File: src/rtl/uart_pkg.sv
// Shared UART definitions: FSM state encoding and frame-length helper.
// Used by the transmitter and the UART receiver.
package uart_pkg;

  typedef enum logic [2:0] {
    ST_IDLE   = 3'd0,
    ST_START  = 3'd1,
    ST_DATA   = 3'd2,
    ST_PARITY = 3'd3,
    ST_STOP   = 3'd4
  } uart_state_e;

  // Number of bit periods in one frame: start + data + parity + stop.
  function automatic int unsigned frame_bits(input int unsigned data_bits,
                                             input int unsigned parity_bits,
                                             input int unsigned stop_bits);
    return 1 + data_bits + parity_bits + stop_bits;
  endfunction

endpackage

File: src/rtl/uart_tx_frame_baud_gen.sv
// Bit-period timer: counts 0..CLKS_PER_BIT-1 while enabled and flags the last
// cycle of each bit period with bit_tick. Held at zero when disabled or on restart.
module uart_baud_gen #(
  parameter int unsigned CLKS_PER_BIT = 868
) (
  input  logic clk,
  input  logic rst,
  input  logic restart,
  input  logic enable,
  output logic bit_tick
);

  localparam int unsigned CNT_W = (CLKS_PER_BIT > 1) ? $clog2(CLKS_PER_BIT) : 1;
  localparam logic [CNT_W-1:0] CNT_LAST = CNT_W'(CLKS_PER_BIT - 1);

  logic [CNT_W-1:0] cnt_q;
  logic [CNT_W-1:0] cnt_d;

  assign bit_tick = enable & (cnt_q == CNT_LAST);

  // Next count: clear on restart or idle, wrap at the terminal count.
  always_comb begin
    cnt_d = cnt_q;
    if (restart || !enable) begin
      cnt_d = '0;
    end else if (bit_tick) begin
      cnt_d = '0;
    end else begin
      cnt_d = cnt_q + 1'b1;
    end
  end

  // Counter register.
  always_ff @(posedge clk or posedge rst) begin
    if (rst) begin
      cnt_q <= '0;
    end else begin
      cnt_q <= cnt_d;
    end
  end

endmodule

File: src/rtl/uart_tx_frame.sv
// UART transmitter: one word per frame (start, data LSB first, optional parity,
// 1 or 2 stop bits). Parity is built in only when UART_TX_PARITY_EN is defined.
// Handshake: a word moves when tx_valid and tx_ready are both high at a rising
// clk edge; tx_ready is high exactly while the FSM is idle, and tx_data is
// ignored at every other time.
module uart_tx_frame
  import uart_pkg::*;
#(
  parameter int unsigned DATA_BITS    = 8,
  parameter int unsigned CLKS_PER_BIT = 868,
  parameter int unsigned STOP_BITS    = 1,
  parameter int unsigned PARITY_ODD   = 0
) (
  input  logic                 clk,
  input  logic                 rst,
  input  logic [DATA_BITS-1:0] tx_data,
  input  logic                 tx_valid,
  output logic                 tx_ready,
  output logic                 tx,
  output logic                 tx_busy,
  output logic                 tx_done,
  output uart_state_e          dbg_state
);

  localparam int unsigned IDX_W = $clog2(DATA_BITS);
  localparam logic [IDX_W-1:0] LAST_IDX = IDX_W'(DATA_BITS - 1);
  localparam logic STOP_LAST = (STOP_BITS == 2);

  // Reject illegal configurations at elaboration.
  if (DATA_BITS < 5 || DATA_BITS > 9 || CLKS_PER_BIT < 2 ||
      STOP_BITS < 1 || STOP_BITS > 2 || PARITY_ODD > 1) begin : g_bad_params
    $error("uart_tx_frame: illegal parameter combination");
  end

  uart_state_e          state_q, state_d;
  logic [DATA_BITS-1:0] shift_q, shift_d;
  logic [IDX_W-1:0]     idx_q, idx_d;
  logic                 stop_q, stop_d;
  logic                 tx_q, tx_d;
  logic                 busy_q, busy_d;
  logic                 done_q, done_d;
`ifdef UART_TX_PARITY_EN
  logic                 par_q, par_d;
`endif
  logic                 bit_tick;
  logic                 accept;

  assign tx_ready  = (state_q == ST_IDLE);
  assign accept    = tx_valid & tx_ready;
  assign tx        = tx_q;
  assign tx_busy   = busy_q;
  assign tx_done   = done_q;
  assign dbg_state = state_q;

  uart_baud_gen #(
    .CLKS_PER_BIT(CLKS_PER_BIT)
  ) u_baud (
    .clk     (clk),
    .rst     (rst),
    .restart (accept),
    .enable  (state_q != ST_IDLE),
    .bit_tick(bit_tick)
  );

  // Frame sequencing: next state, shift register, counters and output bits.
  always_comb begin
    state_d = state_q;
    shift_d = shift_q;
    idx_d   = idx_q;
    stop_d  = stop_q;
    tx_d    = tx_q;
    busy_d  = busy_q;
    done_d  = 1'b0;
`ifdef UART_TX_PARITY_EN
    par_d   = par_q;
`endif
    case (state_q)
      ST_IDLE: begin
        if (tx_valid) begin
          state_d = ST_START;
          shift_d = tx_data;
          idx_d   = '0;
          stop_d  = 1'b0;
          tx_d    = 1'b0;
          busy_d  = 1'b1;
`ifdef UART_TX_PARITY_EN
          par_d   = (^tx_data) ^ 1'(PARITY_ODD);
`endif
        end
      end
      ST_START: begin
        if (bit_tick) begin
          state_d = ST_DATA;
          tx_d    = shift_q[0];
          shift_d = shift_q >> 1;
        end
      end
      ST_DATA: begin
        if (bit_tick) begin
          if (idx_q == LAST_IDX) begin
            idx_d   = '0;
`ifdef UART_TX_PARITY_EN
            state_d = ST_PARITY;
            tx_d    = par_q;
`else
            state_d = ST_STOP;
            tx_d    = 1'b1;
`endif
          end else begin
            idx_d   = idx_q + 1'b1;
            tx_d    = shift_q[0];
            shift_d = shift_q >> 1;
          end
        end
      end
`ifdef UART_TX_PARITY_EN
      ST_PARITY: begin
        if (bit_tick) begin
          state_d = ST_STOP;
          tx_d    = 1'b1;
        end
      end
`endif
      ST_STOP: begin
        if (bit_tick) begin
          if (stop_q == STOP_LAST) begin
            state_d = ST_IDLE;
            stop_d  = 1'b0;
            busy_d  = 1'b0;
            done_d  = 1'b1;
          end else begin
            stop_d  = 1'b1;
          end
        end
      end
      default: begin
        state_d = ST_IDLE;
        tx_d    = 1'b1;
        busy_d  = 1'b0;
      end
    endcase
  end

  // State and output registers; reset aborts any frame with the line high.
  always_ff @(posedge clk or posedge rst) begin
    if (rst) begin
      state_q <= ST_IDLE;
      shift_q <= '0;
      idx_q   <= '0;
      stop_q  <= 1'b0;
      tx_q    <= 1'b1;
      busy_q  <= 1'b0;
      done_q  <= 1'b0;
`ifdef UART_TX_PARITY_EN
      par_q   <= 1'b0;
`endif
    end else begin
      state_q <= state_d;
      shift_q <= shift_d;
      idx_q   <= idx_d;
      stop_q  <= stop_d;
      tx_q    <= tx_d;
      busy_q  <= busy_d;
      done_q  <= done_d;
`ifdef UART_TX_PARITY_EN
      par_q   <= par_d;
`endif
    end
  end

endmodule
File: config.mk
export PLATFORM = sky130hd
export DESIGN_NAME = uart_tx_frame
export DESIGN_NICKNAME = d
export VERILOG_FILES = /design/src/rtl/uart_pkg.sv /design/src/rtl/uart_tx_frame_baud_gen.sv /design/src/rtl/uart_tx_frame.sv
export SDC_FILE = /design/constraint.sdc
export NUM_CORES = 1
export LEC_CHECK = 0
export CORE_UTILIZATION = 50
export CTS_CLUSTER_DIAMETER = 50
export DETAILED_ROUTE_END_ITERATION = 8
export GPL_TIMING_DRIVEN = 0
export PLACE_DENSITY = 0.75
export SYNTH_ARGS = -nofsm -noshare
export SYNTH_HDL_FRONTEND = slang
export SYNTH_SLANG_ARGS = --single-unit
File: constraint.sdc
create_clock -name clk -period 2.9 [get_ports clk]
set_clock_uncertainty 0.15 [all_clocks]
set_input_delay 0.58 -clock clk [delete_from_list [all_inputs] [get_ports clk]]
set_output_delay 0.58 -clock clk [all_outputs]
set_load 0.005 [all_outputs]
==> results.ini, run 1 <==
[status]
status = completed

[floorplanning]
die_area_um2 = 3080
initial_utilization_pct = 52.3
core-area_um2 = 2730
die_y_um = 55.5
row_count = 19
die_w_um = 55.5
io_pins = 18

[clock_tree]
h-tree-depth = 1
cts_tree = yes
clock_sinks = 27
clk_pin_slew_worst_paths_ns = 0.14
ctsLongestPathBuffers = 2
root_buffer = clkbuf_4
cts_hold_buf = 0
worstSkewPairLatency_ns = 0.32
post_cts_resized = 0
numCtsBuffers = 3
post_cts_buffers = 0

[sta]
fin_crit_ns = 2.73
clock.fmax_mhz = 366
period_share_pct = 94.2
finalSetupViolCount = 0
rsz0062_at_grt = no
slew_viol_final = 0
fin_tns_setup_ns = 0
tightest_slew_ns = 1.02
finalHoldViolCount = 0
max_slew_margin_pct = 32.0

[synth]
synth-seq-cells = 27
yosys_warnings = 0
synth-edff-count = 0
synthCells = 129
syn-num-nets = 143
async_flop_share_pct = 100
synth_top_area_cell = dfrtp_1
yosysSeqAreaShare_pct = 47.4
synth_cell_types = 39
synth_area_per_cell_um2 = 11.1
synth.top_cells.by_area = dfrtp_1 (46%), mux2_2 (11%), nor2_1 (3.9%), xor2_1 (3.1%), ha_1 (2.6%)
syn_area_um2 = 1430
synth_top_cell_area_share_pct = 45.5
synth_flop_cell = dfrtp_1

[detailed_routing]
routedWlPerCell_um = 14.4
route.detailed.drc = 0
initialDrtViolationCount = 32
via_per_inst = 5.62
dr.pass1.iters = 4
drt-total-wl_um = 2610
vias = 1017
ant_nets = 0

[final_layout]
layout.cells.non_filler = 181
syn_to_final_growth_pct = 16.5
antennaDiodeCount = 0
finalNetCount = 165
fill_cells = 229
drive_gt1_share_pct = 18.7

[global_routing]
grt.total_usage_pct = 18.2
grt_overflow_total = 0
grt_antenna_before_repair = 0
grt_use_met3_pct = 2.11
first_global_vias = 995
grt_pass1_wl_um = 4370
grtUsageMet1_pct = 23.1
grt_most_used_layer = met2
grtUsageMet2_pct = 31.5
grt_max_degree = 28

[critical_path]
worstPathCellList = buf_2, nor3_1, clkdlybuf4s50_1
required_ns = 2.17
critPathCaptureType = primary output
critPathArrivalTime_ns = 2.00
cpPeakStageDelay_ns = 0.59
crit_path_max_fanout = 10
cp-start-kind = register
slowest_stage = clkdlybuf4s50_1
path_class = reg2out

[placement]
io_buffers = 17
dp_cells = 177
place.gp.congestion = 0.864
hpwl_um = 1950

[job]
drv_cap = 0

[power]
p_switching_uw = 283
p_clk_share_pct = 18.6
power.internal_uw = 599
p_leak_nw = 0.735
p_sw_share_pct = 32.1
seq_power_share_pct = 58.9
vdd_drop_max_uv = 501
powerDensity_nw_per_um2 = 530
power_frac_comb_pct = 22.5

[min_path]
worstHoldPathType = reg2reg

[stage by stage]
stage / hold WS (ns) / total power, mW / setup WS [ns] / instance area (µm²) / util, %
after floorplan: 0.302 / 0.659 / 0.906 / 1430 / -
after global placement: 0.313 / 0.709 / 0.428 / 1640 / 59.9
after detailed placement: 0.330 / 0.727 / 0.392 / 1640 / 59.9
after CTS: 0.362 / 0.887 / 0.167 / 1660 / 60.9
after global routing: 0.387 / 0.924 / 0.0101 / 1660 / 60.9
final: 0.366 / 0.882 / 0.168 / 1660 / 60.9
[final timing paths]
check | startpoint | to | slack, ns | cells past startpoint
max | dbg_state[0] | tx_ready | 0.17 | 3
min | shift_q[6] | shift_q[6] | 0.37 | 1
max reg2reg | idx_q[0] | shift_q[0] | 0.72 | 6
min reg2reg | shift_q[6] | shift_q[6] | 0.37 | 1
max in group asynchronous | rst | dbg_state[0] | 1.36 | 2
min in group asynchronous | rst | u_baud.cnt_q[8] | 0.63 | 2
[cell usage in the layout (no fill, tap or decap), types with 2 or more instances in the layout]
| master | count |
|---|---|
| ha_1 | 3 |
| nand3_1 | 7 |
| a21oi_1 | 2 |
| buf_2 | 3 |
| and3_1 | 4 |
| a22o_1 | 3 |
| dfrtp_1 | 26 |
| xor2_1 | 5 |
| clkbuf_4 | 3 |
| xnor2_1 | 4 |
| nand4_1 | 4 |
| mux2_2 | 14 |
| nand2_1 | 3 |
| nand2b_1 | 2 |
| mux2_1 | 2 |
| clkdlybuf4s50_1 | 17 |
| clkbuf_1 | 3 |
| o21ai_0 | 2 |
| nor2_1 | 15 |
| nor2b_1 | 2 |
| nor3_1 | 2 |
| inv_1 | 5 |
[worst max-delay path, delay by kind of cell, from the launching register on]
kind | cells | cell delay (ns)
buffers and inverters | 2 | 0.78
DFF | 1 | 0.44
and+or+nand+nor | 1 | 0.45
[synthesized netlist by cell type (2+ instances only)]
cell	count
dfrtp_1	26
nor2_1	15
mux2_2	14
nand3_1	7
inv_1	5
xor2_1	5
and3_1	4
nand4_1	4
xnor2_1	4
a22o_1	3
buf_2	3
ha_1	3
nand2_1	3
a21oi_1	2
clkbuf_1	2
mux2_1	2
nand2b_1	2
nor2b_1	2
nor3_1	2
o21ai_0	2
[power groups by stage]
stage | Combinational [mW] | Clock, mW | Sequential (mW)
2_1_floorplan | 0.150 | 0 | 0.509
3_3_place_gp | 0.189 | 0 | 0.520
3_5_place_dp | 0.200 | 0 | 0.527
4_1_cts | 0.201 | 0.167 | 0.519
5_1_grt | 0.222 | 0.174 | 0.528
6_report | 0.198 | 0.164 | 0.519
[cell type report]
cell class,instances,area [µm²],share of cell area [%]
Sequential cell,27,677,40.7
Multi-Input combinational cell,91,706,42.4
Inverter,5,18.8,1.13
Clock buffer,4,26.3,1.58
Tap cell,31,38.8,2.33
Buffer,6,27.5,1.65
Timing Repair Buffer,17,170,10.2
[flip-flops by register name (all words and copies together), names as in the netlist]
name	count
tx_busy	1
tx	1
idx_q	3
dbg_state	3
u_baud.cnt_q	10
tx_done	1
shift_q	8
[metal layers]
metal | up-vias | share of wire (%)
met4 | 0 | 1.7
met3 | 6 | 2.2
met5 | - | 0
met2 | 17 | 50
li1 | 496 | -
met1 | 498 | 46
[cell families after synthesis]
| group | Yosys count | share of synthesized area (%) |
|---|---|---|
| AO/OA/AOI/OAI | 15 | 8.85 |
| XOR/XNOR | 9 | 5.52 |
| adder cells (fa/ha/maj) | 3 | 2.63 |
| buffers and inverters | 11 | 3.24 |
| flip-flops | 27 | 47.4 |
| multiplexers | 16 | 12.6 |
| AND/OR/NAND/NOR | 48 | 19.8 |
(Power assumes the default switching activity.)
==> inputs of run 2 (changes only) <==
- PLACE_DENSITY: 0.75 -> default
- PLACE_DENSITY_LB_ADDON: default -> 0.25
==> results.ini, run 2 (synthesis gave the netlist of run 1 again) <==
[sta]
rsz0062_at_grt = no
period_share_pct = 92.4
fin_tns_setup_ns = 0
tightest_slew_ns = 0.994
finalHoldViolCount = 0
clock.fmax_mhz = 373
max_slew_margin_pct = 33.7
fin_ws_ns = 0.221
fin_crit_ns = 2.68
slew_viol_final = 0
finalSetupViolCount = 0

[critical_path]
path_class = reg2out
required_ns = 2.17
critPathArrivalTime_ns = 1.95
cpPeakStageDelay_ns = 0.59
reg2reg_slack_ns = 0.72
r2r-end = shift_q[3]
reg2reg_depth = 6
r2r-start = idx_q[0]
slowest_stage = clkdlybuf4s50_1
endpoint = tx_ready
critPathCaptureType = primary output
startpoint = dbg_state[0]
cp-start-kind = register
worstPathCellList = buf_2, nor3_1, clkdlybuf4s50_1
crit_path_max_fanout = 10

[detailed_routing]
vias = 1024
routedWlPerCell_um = 14.1
ant_nets = 0
initialDrtViolationCount = 44
route.detailed.drc = 0
drt-total-wl_um = 2550
dr.pass1.iters = 4
via_per_inst = 5.66

[placement]
io_buffers = 17
dp_slack_ns = 0.381
place.gp.congestion = 0.865
hpwl_um = 1910
dp_cells = 177

[final_layout]
final_util_pct = 60.9
top_register = u_baud.cnt_q
finalNetCount = 165
layout.cells.most_common_list = dfrtp_1 (26), clkdlybuf4s50_1 (17), nor2_1 (15)
drive_gt1_share_pct = 19.3
syn_to_final_growth_pct = 16.6
layout_commonest_cell = dfrtp_1
layout.cells.non_filler = 181
antennaDiodeCount = 0
reg_top3 = u_baud.cnt_q x10, shift_q x8
largest_register_ffs = 10

[floorplanning]
die_y_um = 55.5
die_w_um = 55.5
core-area_um2 = 2730
io_pins = 18
initial_utilization_pct = 52.3
row_count = 19
die_area_um2 = 3080

[power]
vdd_drop_max_uv = 404
powerDensity_nw_per_um2 = 526
p_leak_nw = 0.738

[min_path]
worstHoldPathType = reg2reg

[clock_tree]
ctsLongestPathBuffers = 2
root_buffer = clkbuf_4
clock_sinks = 27
post_cts_buffers = 0
post_cts_resized = 0
cts_hold_buf = 0
clk_pin_slew_worst_paths_ns = 0.14
numCtsBuffers = 3
worstSkewPairLatency_ns = 0.33
h-tree-depth = 1
cts_tree = yes

[job]
drv_cap = 0

[global_routing]
grt_overflow_total = 0
first_global_vias = 1011
grt.total_usage_pct = 19.4
grt_max_degree = 28
grt_antenna_before_repair = 0
grt_pass1_wl_um = 4690

[status]
status = completed

[run 2: how the worst min path moves through the flow]
stage	end	cells past startpoint	slack, ns	start
after floorplan	shift_q[4]	1	0.30	shift_q[4]
after global placement	shift_q[6]	1	0.31	shift_q[6]
after detailed placement	shift_q[5]	1	0.34	shift_q[5]
after CTS	u_baud.cnt_q[0]	1	0.37	u_baud.cnt_q[0]
after global routing	shift_q[4]	1	0.40	shift_q[4]
final	u_baud.cnt_q[0]	1	0.37	u_baud.cnt_q[0]
[run 2: final cells by class]
class | count | area (µm²)
fillers | 255 | 1070
flip-flops and latches | 27 | 677
clock buffers | 3 | 22.5
clock inverters | 1 | 5.00
plain buffers | 6 | 27.5
inverters | 5 | 18.8
multi-input cells | 91 | 706
repair buffers | 17 | 170
well taps | 31 | 38.8
[run 2: metrics by stage]
step	hold WS, ns	power, mW	cell area, µm²
6_report	0.367	0.876	1670
5_1_grt	0.400	0.932	1670
4_1_cts	0.374	0.888	1670
3_5_place_dp	0.344	0.724	1640
3_3_place_gp	0.313	0.709	1640
2_1_floorplan	0.302	0.659	1430
[run 2: routing by layer]
metal | GRT usage (%) | routed length, µm | vias to the layer above
met2 | 32.5 | 1280 | 17
met5 | 0 | 0 | -
met3 | 2.34 | 72 | 4
li1 | - | - | 496
met4 | 9.64 | 58 | 0
met1 | 24.9 | 1140 | 507
[run 2: report_power, final]
part           total, mW  leakage [nW]  switching, mW  internal [mW]
clock network      0.164        0.0177          0.113         0.0519
registers          0.517         0.335         0.0759          0.441
logic              0.195         0.385         0.0913          0.103
[run 2: critical path: cells and delay by family, from the launching register on]
family	cells	cell delay (ns)
AND/OR/NAND/NOR	1	0.41
flip-flops	1	0.44
buffers and inverters	2	0.78
==> inputs of run 3 (changes only) <==
- CORE_UTILIZATION: 50 -> 25
==> results.ini, run 3 (synthesis gave the netlist of run 1 again) <==
[status]
status = completed

[final_layout]
largest_register_ffs = 10
stdcell_area_um2 = 1730
drive_gt1_share_pct = 18.7
syn_to_final_growth_pct = 21.4
reg_top3 = u_baud.cnt_q x10, shift_q x8
top_register = u_baud.cnt_q
antennaDiodeCount = 0
final_util_pct = 31.5
finalNetCount = 165
layout.cells.non_filler = 222
layout_commonest_cell = dfrtp_1
layout.cells.most_common_list = dfrtp_1 (26), clkdlybuf4s50_1 (17), nor2_1 (15)

[floorplanning]
die_y_um = 77.6
die_w_um = 77.6
io_pins = 18
die_area_um2 = 6020
core-area_um2 = 5510
initial_utilization_pct = 25.9
row_count = 27

[power]
vdd_drop_max_uv = 299
p_leak_nw = 0.743
powerDensity_nw_per_um2 = 534

[clock_tree]
cts_tree = yes
h-tree-depth = 1
worstSkewPairLatency_ns = 0.27
ctsLongestPathBuffers = 2
clock_sinks = 27
root_buffer = clkbuf_8
numCtsBuffers = 3
clk_pin_slew_worst_paths_ns = 0.09
post_cts_resized = 0
post_cts_buffers = 0
cts_hold_buf = 0

[critical_path]
critical-path-top-delay-family = buffers and inverters
crit_path_max_fanout = 10
critPathArrivalTime_ns = 1.89
worstPathCellList = buf_2, nor3_1, clkdlybuf4s50_1
critPathCaptureType = primary output
slowest_stage = clkdlybuf4s50_1
path_class = reg2out
cpPeakStageDelay_ns = 0.59
worst-path-buf-inv = 2
required_ns = 2.17
cp-start-kind = register

[placement]
post_dp_cell_area_um2 = 1690
place.gp.congestion = 0.840
hpwl_um = 2090
dp_cells = 218
dp_slack_ns = 0.356
io_buffers = 17

[detailed_routing]
routedWlPerCell_um = 12.3
via_per_inst = 4.68
ant_nets = 0
vias = 1038
initialDrtViolationCount = 49
dr.pass1.iters = 4
route.detailed.drc = 0
drt-total-wl_um = 2730

[sta]
max_slew_margin_pct = 31.0
tightest_slew_ns = 1.03
slew_viol_final = 0
finalSetupViolCount = 0
fin_crit_ns = 2.62
finalHoldViolCount = 0
fin_tns_setup_ns = 0
rsz0062_at_grt = no
period_share_pct = 90.4
clock.fmax_mhz = 382
fin_ws_ns = 0.280

[global_routing]
grt_max_degree = 28
first_global_vias = 1095
grt_overflow_total = 0
grt_antenna_before_repair = 0
grt.total_usage_pct = 10.1
grt_pass1_wl_um = 4860

[job]
drv_cap = 0

[min_path]
worstHoldPathType = reg2reg

==> run 3: cell count changes in the layout (fill, tap and decap cells not counted), sizes merged <==
cell and delta:
clkbuf +1, clkinv -1
==> run 3: path summary, 6_finish.rpt <==
kind                                   start              end  slack, ns  cells after the start
max in group asynchronous                rst  u_baud.cnt_q[8]       1.25                      2
min in group asynchronous                rst     dbg_state[1]       0.73                      2
worst min-delay path              shift_q[6]       shift_q[6]       0.34                      1
worst max register to register      idx_q[0]       shift_q[5]       0.70                      6
worst min register to register    shift_q[6]       shift_q[6]       0.34                      1
worst max-delay path            dbg_state[0]         tx_ready       0.28                      3
==> run 3: final cells by class <==
type	instances	area (µm²)
buffer	6	27.5
clock buffer	4	45.0
sequential	27	677
fill	576	3770
inverter	5	18.8
tap	72	90.1
multi-input combinational	91	706
timing repair buffer	17	170
==> run 3: metal layers <==
layer	global-route usage [%]	vias up	share of wire [%]
li1	-	497	-
met1	12.1	511	43
met2	18.1	26	51
met3	3.06	4	5.4
met4	1.13	0	1.5
met5	0	-	0
==> run 3: through the flow <==
stage	total power, mW	hold WS (ns)
finish	0.926	0.340
CTS	0.940	0.347
floorplan	0.659	0.302
detailed placement	0.725	0.326
global route	0.994	0.384
global placement	0.716	0.319
==> run 3: where the power goes <==
part | switching, mW | total [mW] | internal, mW | leakage (nW)
sequential | 0.0754 | 0.517 | 0.441 | 0.335
clock | 0.113 | 0.211 | 0.0983 | 0.0228
combinational | 0.0946 | 0.198 | 0.104 | 0.385
total | 0.283 | 0.926 | 0.643 | 0.743
